--- config.mk ---
export PLATFORM = sky130hd
export DESIGN_NAME = pipe_hazard_ctrl_flat
export DESIGN_NICKNAME = d
export VERILOG_FILES = /design/src/rtl/pipe_hazard_ctrl_if.sv /design/src/rtl/pipe_hazard_ctrl.sv /design/src/flat_wrapper.sv
export SDC_FILE = /design/constraint.sdc
export NUM_CORES = 1
export LEC_CHECK = 0
export BUFFER_PORTS_ARGS = -buffer_cell sky130_fd_sc_hd__buf_2
export CORE_ASPECT_RATIO = 1.25
export CORE_MARGIN = 2
export CORE_UTILIZATION = 37
export DETAILED_ROUTE_END_ITERATION = 6
export HOLD_SLACK_MARGIN = 0.08
export PLACE_DENSITY = 0.61
export SETUP_SLACK_MARGIN = 0.02
export SLEW_MARGIN = 25
export SYNTH_ARGS = -nofsm -noshare
export SYNTH_HDL_FRONTEND = slang
export SYNTH_SLANG_ARGS = --single-unit
--- constraint.sdc ---
create_clock -name clk -period 1.8 [get_ports clk]
set_input_delay 0.18 -clock clk [delete_from_list [all_inputs] [get_ports clk]]
set_output_delay 0.18 -clock clk [all_outputs]
set_load 0.005 [all_outputs]
--- src/rtl/pipe_hazard_ctrl_if.sv ---
// ID-stage request / hazard-control response bundle for pipe_hazard_ctrl.
// The master drives the decoded ID instruction and redirect; the slave returns the control decisions.
interface pipe_hazard_ctrl_if #(
  parameter int unsigned NUM_STAGES = 3,
  parameter int unsigned REG_ADDR_W = 4,
  parameter int unsigned CNT_W      = 16
);
  localparam int unsigned SW = $clog2(NUM_STAGES + 1);

  logic                  id_valid;
  logic                  id_rd1_en;
  logic [REG_ADDR_W-1:0] id_rd1_addr;
  logic                  id_rd2_en;
  logic [REG_ADDR_W-1:0] id_rd2_addr;
  logic                  id_wr_en;
  logic [REG_ADDR_W-1:0] id_wr_addr;
  logic                  id_is_load;
  logic                  id_is_hlt;
  logic                  redirect;
  logic [SW-1:0]         fwd_sel1;
  logic [SW-1:0]         fwd_sel2;
  logic                  stall;
  logic                  flush_ifid;
  logic                  flush_idex;
  logic                  issue;
  logic [NUM_STAGES-1:0] stg_valid;
  logic                  hlt;
  logic [CNT_W-1:0]      stall_cnt;

  modport master (
    output id_valid, id_rd1_en, id_rd1_addr, id_rd2_en, id_rd2_addr,
           id_wr_en, id_wr_addr, id_is_load, id_is_hlt, redirect,
    input  fwd_sel1, fwd_sel2, stall, flush_ifid, flush_idex, issue,
           stg_valid, hlt, stall_cnt
  );

  modport slave (
    input  id_valid, id_rd1_en, id_rd1_addr, id_rd2_en, id_rd2_addr,
           id_wr_en, id_wr_addr, id_is_load, id_is_hlt, redirect,
    output fwd_sel1, fwd_sel2, stall, flush_ifid, flush_idex, issue,
           stg_valid, hlt, stall_cnt
  );
endinterface

--- src/rtl/pipe_hazard_ctrl.sv ---
// Pipeline hazard/control unit: shift scoreboard of in-flight writers, forwarding, load-use stall,
// redirect flush and sticky halt. Optional macro PIPE_HZD_R0_ZERO_EN makes register 0 hardwired zero.
module pipe_hazard_ctrl #(
  parameter int unsigned NUM_STAGES     = 3,
  parameter int unsigned REG_ADDR_W     = 4,
  parameter int unsigned LOAD_LAT       = 1,
  parameter int unsigned REDIRECT_STAGE = 1,
  parameter int unsigned CNT_W          = 16
) (
  input  logic              clk,
  input  logic              rst_n,
  pipe_hazard_ctrl_if.slave bus
);
  localparam int unsigned SW = $clog2(NUM_STAGES + 1);

  typedef enum logic {HS_RUN, HS_HALTED} halt_state_e;

  halt_state_e           state_q, state_d;
  logic [NUM_STAGES-1:0] sb_valid, sb_wr_en, sb_load, sb_hlt;
  logic [REG_ADDR_W-1:0] sb_addr [NUM_STAGES];
  logic                  hlt_q;
  logic                  rd1_en, rd2_en, wr_en_eff;
  logic                  use1, use2;
  logic [SW-1:0]         sel1, sel2;
  logic                  stall_c, issue_c, front_hlt;
  logic [CNT_W-1:0]      cnt_q;

  // Operand lookup: scanning oldest to youngest lets the youngest match overwrite.
  always_comb begin
`ifdef PIPE_HZD_R0_ZERO_EN
    rd1_en    = bus.id_rd1_en && (bus.id_rd1_addr != '0);
    rd2_en    = bus.id_rd2_en && (bus.id_rd2_addr != '0);
    wr_en_eff = bus.id_wr_en  && (bus.id_wr_addr  != '0);
`else
    rd1_en    = bus.id_rd1_en;
    rd2_en    = bus.id_rd2_en;
    wr_en_eff = bus.id_wr_en;
`endif
    sel1 = '0;
    sel2 = '0;
    use1 = 1'b0;
    use2 = 1'b0;
    for (int unsigned s = NUM_STAGES; s > 0; s--) begin
      if (sb_valid[s-1] && sb_wr_en[s-1] && rd1_en && (sb_addr[s-1] == bus.id_rd1_addr)) begin
        sel1 = SW'(s);
        use1 = sb_load[s-1] && ((s - 1) < LOAD_LAT);
      end
      if (sb_valid[s-1] && sb_wr_en[s-1] && rd2_en && (sb_addr[s-1] == bus.id_rd2_addr)) begin
        sel2 = SW'(s);
        use2 = sb_load[s-1] && ((s - 1) < LOAD_LAT);
      end
    end
  end

  always_comb begin
    stall_c        = (use1 || use2) && !bus.redirect;
    front_hlt      = (|(sb_valid & sb_hlt)) || hlt_q;
    issue_c        = bus.id_valid && !stall_c && !bus.redirect && !front_hlt;
    bus.fwd_sel1   = use1 ? '0 : sel1;
    bus.fwd_sel2   = use2 ? '0 : sel2;
    bus.stall      = stall_c;
    bus.flush_ifid = bus.redirect;
    bus.flush_idex = bus.redirect || !issue_c;
    bus.issue      = issue_c;
    bus.stg_valid  = sb_valid;
    bus.stall_cnt  = cnt_q;
  end

  // Halt FSM: state register / next-state / output.
  always_ff @(posedge clk or negedge rst_n) begin
    if (!rst_n) state_q <= HS_RUN;
    else        state_q <= state_d;
  end

  always_comb begin
    state_d = state_q;
    if (state_q == HS_RUN && sb_valid[NUM_STAGES-1] && sb_hlt[NUM_STAGES-1]) state_d = HS_HALTED;
  end

  always_comb begin
    hlt_q   = (state_q == HS_HALTED);
    bus.hlt = hlt_q;
  end

  // Redirect kills the entries younger than the redirecting stage rather than shifting them.
  always_ff @(posedge clk or negedge rst_n) begin
    if (!rst_n) begin
      sb_valid <= '0;
      sb_wr_en <= '0;
      sb_load  <= '0;
      sb_hlt   <= '0;
      for (int unsigned s = 0; s < NUM_STAGES; s++) sb_addr[s] <= '0;
    end else if (state_q == HS_RUN) begin
      for (int unsigned s = 1; s < NUM_STAGES; s++) begin
        sb_valid[s] <= sb_valid[s-1] && !(bus.redirect && (s <= REDIRECT_STAGE));
        sb_wr_en[s] <= sb_wr_en[s-1];
        sb_load[s]  <= sb_load[s-1];
        sb_hlt[s]   <= sb_hlt[s-1];
        sb_addr[s]  <= sb_addr[s-1];
      end
      sb_valid[0] <= issue_c;
      sb_wr_en[0] <= wr_en_eff;
      sb_load[0]  <= bus.id_is_load;
      sb_hlt[0]   <= bus.id_is_hlt;
      sb_addr[0]  <= bus.id_wr_addr;
    end
  end

  always_ff @(posedge clk or negedge rst_n) begin
    if (!rst_n)                      cnt_q <= '0;
    else if (stall_c && cnt_q != '1) cnt_q <= cnt_q + 1'b1;
  end
endmodule

--- src/flat_wrapper.sv ---
// flat-port wrapper written by rule: the top's interface ports become plain ports
module pipe_hazard_ctrl_flat 
#(
  parameter int unsigned NUM_STAGES     = 3,
  parameter int unsigned REG_ADDR_W     = 4,
  parameter int unsigned LOAD_LAT       = 1,
  parameter int unsigned REDIRECT_STAGE = 1,
  parameter int unsigned CNT_W          = 16
)
  (clk, rst_n, bus_id_valid, bus_id_rd1_en, bus_id_rd1_addr, bus_id_rd2_en, bus_id_rd2_addr, bus_id_wr_en, bus_id_wr_addr, bus_id_is_load, bus_id_is_hlt, bus_redirect, bus_fwd_sel1, bus_fwd_sel2, bus_stall, bus_flush_ifid, bus_flush_idex, bus_issue, bus_stg_valid, bus_hlt, bus_stall_cnt);
  pipe_hazard_ctrl_if #(.NUM_STAGES(NUM_STAGES), .REG_ADDR_W(REG_ADDR_W), .CNT_W(CNT_W)) bus_i ();
  input  logic clk;
  input  logic rst_n;
  input wire logic [$bits(bus_i.id_valid)-1:0] bus_id_valid;
  input wire logic [$bits(bus_i.id_rd1_en)-1:0] bus_id_rd1_en;
  input wire logic [$bits(bus_i.id_rd1_addr)-1:0] bus_id_rd1_addr;
  input wire logic [$bits(bus_i.id_rd2_en)-1:0] bus_id_rd2_en;
  input wire logic [$bits(bus_i.id_rd2_addr)-1:0] bus_id_rd2_addr;
  input wire logic [$bits(bus_i.id_wr_en)-1:0] bus_id_wr_en;
  input wire logic [$bits(bus_i.id_wr_addr)-1:0] bus_id_wr_addr;
  input wire logic [$bits(bus_i.id_is_load)-1:0] bus_id_is_load;
  input wire logic [$bits(bus_i.id_is_hlt)-1:0] bus_id_is_hlt;
  input wire logic [$bits(bus_i.redirect)-1:0] bus_redirect;
  output wire logic [$bits(bus_i.fwd_sel1)-1:0] bus_fwd_sel1;
  output wire logic [$bits(bus_i.fwd_sel2)-1:0] bus_fwd_sel2;
  output wire logic [$bits(bus_i.stall)-1:0] bus_stall;
  output wire logic [$bits(bus_i.flush_ifid)-1:0] bus_flush_ifid;
  output wire logic [$bits(bus_i.flush_idex)-1:0] bus_flush_idex;
  output wire logic [$bits(bus_i.issue)-1:0] bus_issue;
  output wire logic [$bits(bus_i.stg_valid)-1:0] bus_stg_valid;
  output wire logic [$bits(bus_i.hlt)-1:0] bus_hlt;
  output wire logic [$bits(bus_i.stall_cnt)-1:0] bus_stall_cnt;
  assign bus_i.id_valid = bus_id_valid;
  assign bus_i.id_rd1_en = bus_id_rd1_en;
  assign bus_i.id_rd1_addr = bus_id_rd1_addr;
  assign bus_i.id_rd2_en = bus_id_rd2_en;
  assign bus_i.id_rd2_addr = bus_id_rd2_addr;
  assign bus_i.id_wr_en = bus_id_wr_en;
  assign bus_i.id_wr_addr = bus_id_wr_addr;
  assign bus_i.id_is_load = bus_id_is_load;
  assign bus_i.id_is_hlt = bus_id_is_hlt;
  assign bus_i.redirect = bus_redirect;
  assign bus_fwd_sel1 = bus_i.fwd_sel1;
  assign bus_fwd_sel2 = bus_i.fwd_sel2;
  assign bus_stall = bus_i.stall;
  assign bus_flush_ifid = bus_i.flush_ifid;
  assign bus_flush_idex = bus_i.flush_idex;
  assign bus_issue = bus_i.issue;
  assign bus_stg_valid = bus_i.stg_valid;
  assign bus_hlt = bus_i.hlt;
  assign bus_stall_cnt = bus_i.stall_cnt;
  pipe_hazard_ctrl #(.NUM_STAGES(NUM_STAGES), .REG_ADDR_W(REG_ADDR_W), .LOAD_LAT(LOAD_LAT), .REDIRECT_STAGE(REDIRECT_STAGE), .CNT_W(CNT_W)) u_core (.clk(clk), .rst_n(rst_n), .bus(bus_i));
endmodule
==> flow_summary.ini <==
[status]
status = finished, violations left
violations = setup timing

[yosys]
ys_seq_elements = 39
synth.distinct_cells = 36
async_flop_share_pct = 100.0
ys.flop_type = dfrtp_1
synth_top_area_share_pct = 47.30
synth_top_family_by_area = simple AND/OR/NAND/NOR gates
synthMuxAreaShare_pct = 12.43
syn_area_per_cell_um2 = 11.59
synth.cell_area_mm2 = 0.002063
yosys.area_share.simple_pct = 18.37
synth_adder_area_share_pct = 0.6064
syn-num-nets = 200
synth_seq_area_share_pct = 47.30
synth-compound-area-share_pct = 2.304
synth_xor_area_share_pct = 16.56
yosys_warnings = 0
synth_area_leaders = dfrtp_1, mux2_2, xor2_1
syn_inst = 178
yosys.area.top_type = dfrtp_1
synth-edff-count = 0

[power]
ir_drop_mv = 0.4450
p_leak_nw = 1.546
power-per-cell-area_mw_per_mm2 = 1107
p_total_mw = 3.429

[timing]
finalCritPeriodShare_pct = 112.7
finalSetupViolations = 14
hold_viol = 0
worst_pin_slew_ns = 0.4962
slew_violations = 0
holdWs_ns = 0.1075
skew_ns = 0.006594
fmax_mhz = 493.0
slew_headroom_pct = 66.92
fin_ws_ns = -0.2283
fin_crit_ns = 2.028
rsz0062_at_grt = yes

[finish]
n_antenna_cell = 0
nNetsFinal = 295
drive_gt1_share_pct = 58.39
area_delta_synth_final_pct = 50.09

[die]
start_util_pct = 38.17
coreArea_mm2 = 0.005405
die_y_um = 87.49
die_w_um = 70.79
ios = 49
row_count = 30
die-area_mm2 = 0.006193

[clock_network]
clkLatencyLatePin_ns = 0.30
cts.htree.levels = 2
cts.clk_slew.worst_paths_ns = 0.08
cts-buffers-inserted = 5
cts_root_buf = clkbuf_8
cts_tree = done
cts_max_path_buffers = 2
clock-sinks = 39

[drt]
wl_mm = 5.215
wl_met2_mm = 2.591
wl_per_cell_um = 15.43
route.detailed.drc = 0
drt-met1-wl_mm = 2.247
via_count = 1695
route.met3.wl_um = 274
top_layer = met4
dr.pass1.iters = 4
avgViaCountPerCell = 5.015
drt_iter0_markers = 71
ant_nets = 0

[global_route]
grt_pass1_wl_mm = 8.556
antenna_found_initial = 0
grt_use_total_pct = 17.80
grt_pass1_vias = 1757
grt_overflow_total = 0
grt_max_degree = 40

[placement]
pre_cts_slack_ns = -0.1200
place_congestion = 0.8880
place.detailed.hpwl_mm = 3.592
port_buffers = 48

[setup_path]
crit_fanout = 3
cp-start-kind = register
cp-end-kind = primary output
critical_path_class = register to primary output
crit_required_ns = 1.62
arrival_ns = 1.85

[run]
cap_violations = 0

[worst_hold_path]
hold_path.class = input pin to register
==> cell type report <==
| cell class | instances | area [um2] |
|---|---|---|
| sequential | 39 | 977.2 |
| timing repair buffer | 94 | 640.6 |
| fill | 493 | 2308 |
| clock buffer | 5 | 68.82 |
| tap | 64 | 80.08 |
| clock inverter | 3 | 43.79 |
| multi-input combinational | 129 | 1266 |
| inverter | 4 | 20.02 |
==> timing repair <==
action,CTS,global route
pin swaps,26,22
endpoints found under the hold margin,39,0
buffers inserted,7,6
resized for setup,34,26
hold buffers,1,0
endpoints found under the setup margin,22,23
==> path summary, 6_finish.rpt <==
| path | startpoint | to | slack (ns) | depth (start not counted) |
|---|---|---|---|---|
| max | u_core.sb_addr[3] | bus_fwd_sel2[0] | -0.23 | 5 |
| min | bus_id_wr_addr[3] | u_core.sb_addr[11] | 0.11 | 2 |
| max reg2reg | u_core.sb_addr[8] | u_core.bus.stall_cnt[10] | -0.09 | 7 |
| min reg2reg | u_core.sb_hlt[2] | u_core.sb_hlt[2] | 0.52 | 1 |
| max in group asynchronous | rst_n | u_core.sb_addr[1] | 0.97 | 3 |
| min in group asynchronous | rst_n | u_core.sb_addr[10] | 0.46 | 3 |
==> cells in the final DEF (no fill, tap or decap), drive strengths merged, types with 2 or more instances in the layout <==
master / synthesis / routed
a21o: 2 / 2
a21oi: 2 / 2
and3: 2 / 2
and3b: 2 / 2
buf: 2 / 93
clkbuf: 4 / 5
clkinv: 0 / 3
dfrtp: 39 / 39
inv: 4 / 3
mux2: 21 / 21
mux2i: 2 / 2
nand2: 8 / 8
nand2b: 3 / 3
nand3: 7 / 7
nand4: 9 / 9
nor2: 7 / 7
nor2b: 3 / 3
nor3: 5 / 5
nor4: 3 / 3
or3b: 2 / 2
or4: 5 / 5
xnor2: 12 / 12
xor2: 27 / 27
==> layer usage <==
metal  track usage (%)  vias up
li1                  -      812
met1             22.19      822
met2             29.91       50
met3             4.051       11
met4             7.033        0
met5                 0        -
==> logic make-up after synthesis <==
kind of cell    after synthesis
simple gates                 59
xor+xnor                     39
flops                        39
mux                          23
buf+inv                      10
compound gates                7
fa+ha+maj                     1
==> cells in the mapped netlist (2+ instances only) <==
cell and number:
dfrtp_1 39, xor2_1 27, mux2_2 21, xnor2_1 12, nand2_1 8, nand4_1 8, nor2_1 7, nand3_1 6
or4_1 5, inv_1 4, nor3_1 4, clkbuf_1 3, nand2b_1 3, nor2b_1 3, a21o_1 2, a21oi_1 2
and3_1 2, and3b_1 2, mux2i_1 2, or3b_1 2
==> power by group <==
| group | internal (mW) | total [mW] | switching, mW |
|---|---|---|---|
| registers | 1.16 | 1.45 | 0.289 |
| logic | 0.748 | 1.24 | 0.490 |
| clock network | 0.413 | 0.742 | 0.329 |
==> metrics by stage <==
stage | utilization, % | TNS, ns | cells | area, um2
6_report | 57.29 | -1.452 | 338 | 3097
5_1_grt | 57.29 | -3.118 | 338 | 3097
4_1_cts | 54.24 | -1.454 | 332 | 2932
3_5_place_dp | 48.08 | -0.9498 | 316 | 2599
3_3_place_gp | 48.08 | -0.5349 | 316 | 2599
2_1_floorplan | - | -0.0001946 | 178 | 2082
==> flip-flops by register name, summed over array words and instances, names as in the netlist <==
signal,flops
u_core.bus.hlt,1
u_core.sb_addr,12
u_core.sb_load,1
u_core.bus.stall_cnt,16
u_core.bus.stg_valid,3
u_core.sb_hlt,3
u_core.sb_wr_en,3
==> worst max-delay path: stages, from the launching register on <==
cell and delay [ns]:
dfrtp_1 0.43, xor2_1 0.18, or4_4 0.51, nand2b_4 0.15, mux2i_1 0.14, buf_2 0.13
(Power assumes the default switching activity.)
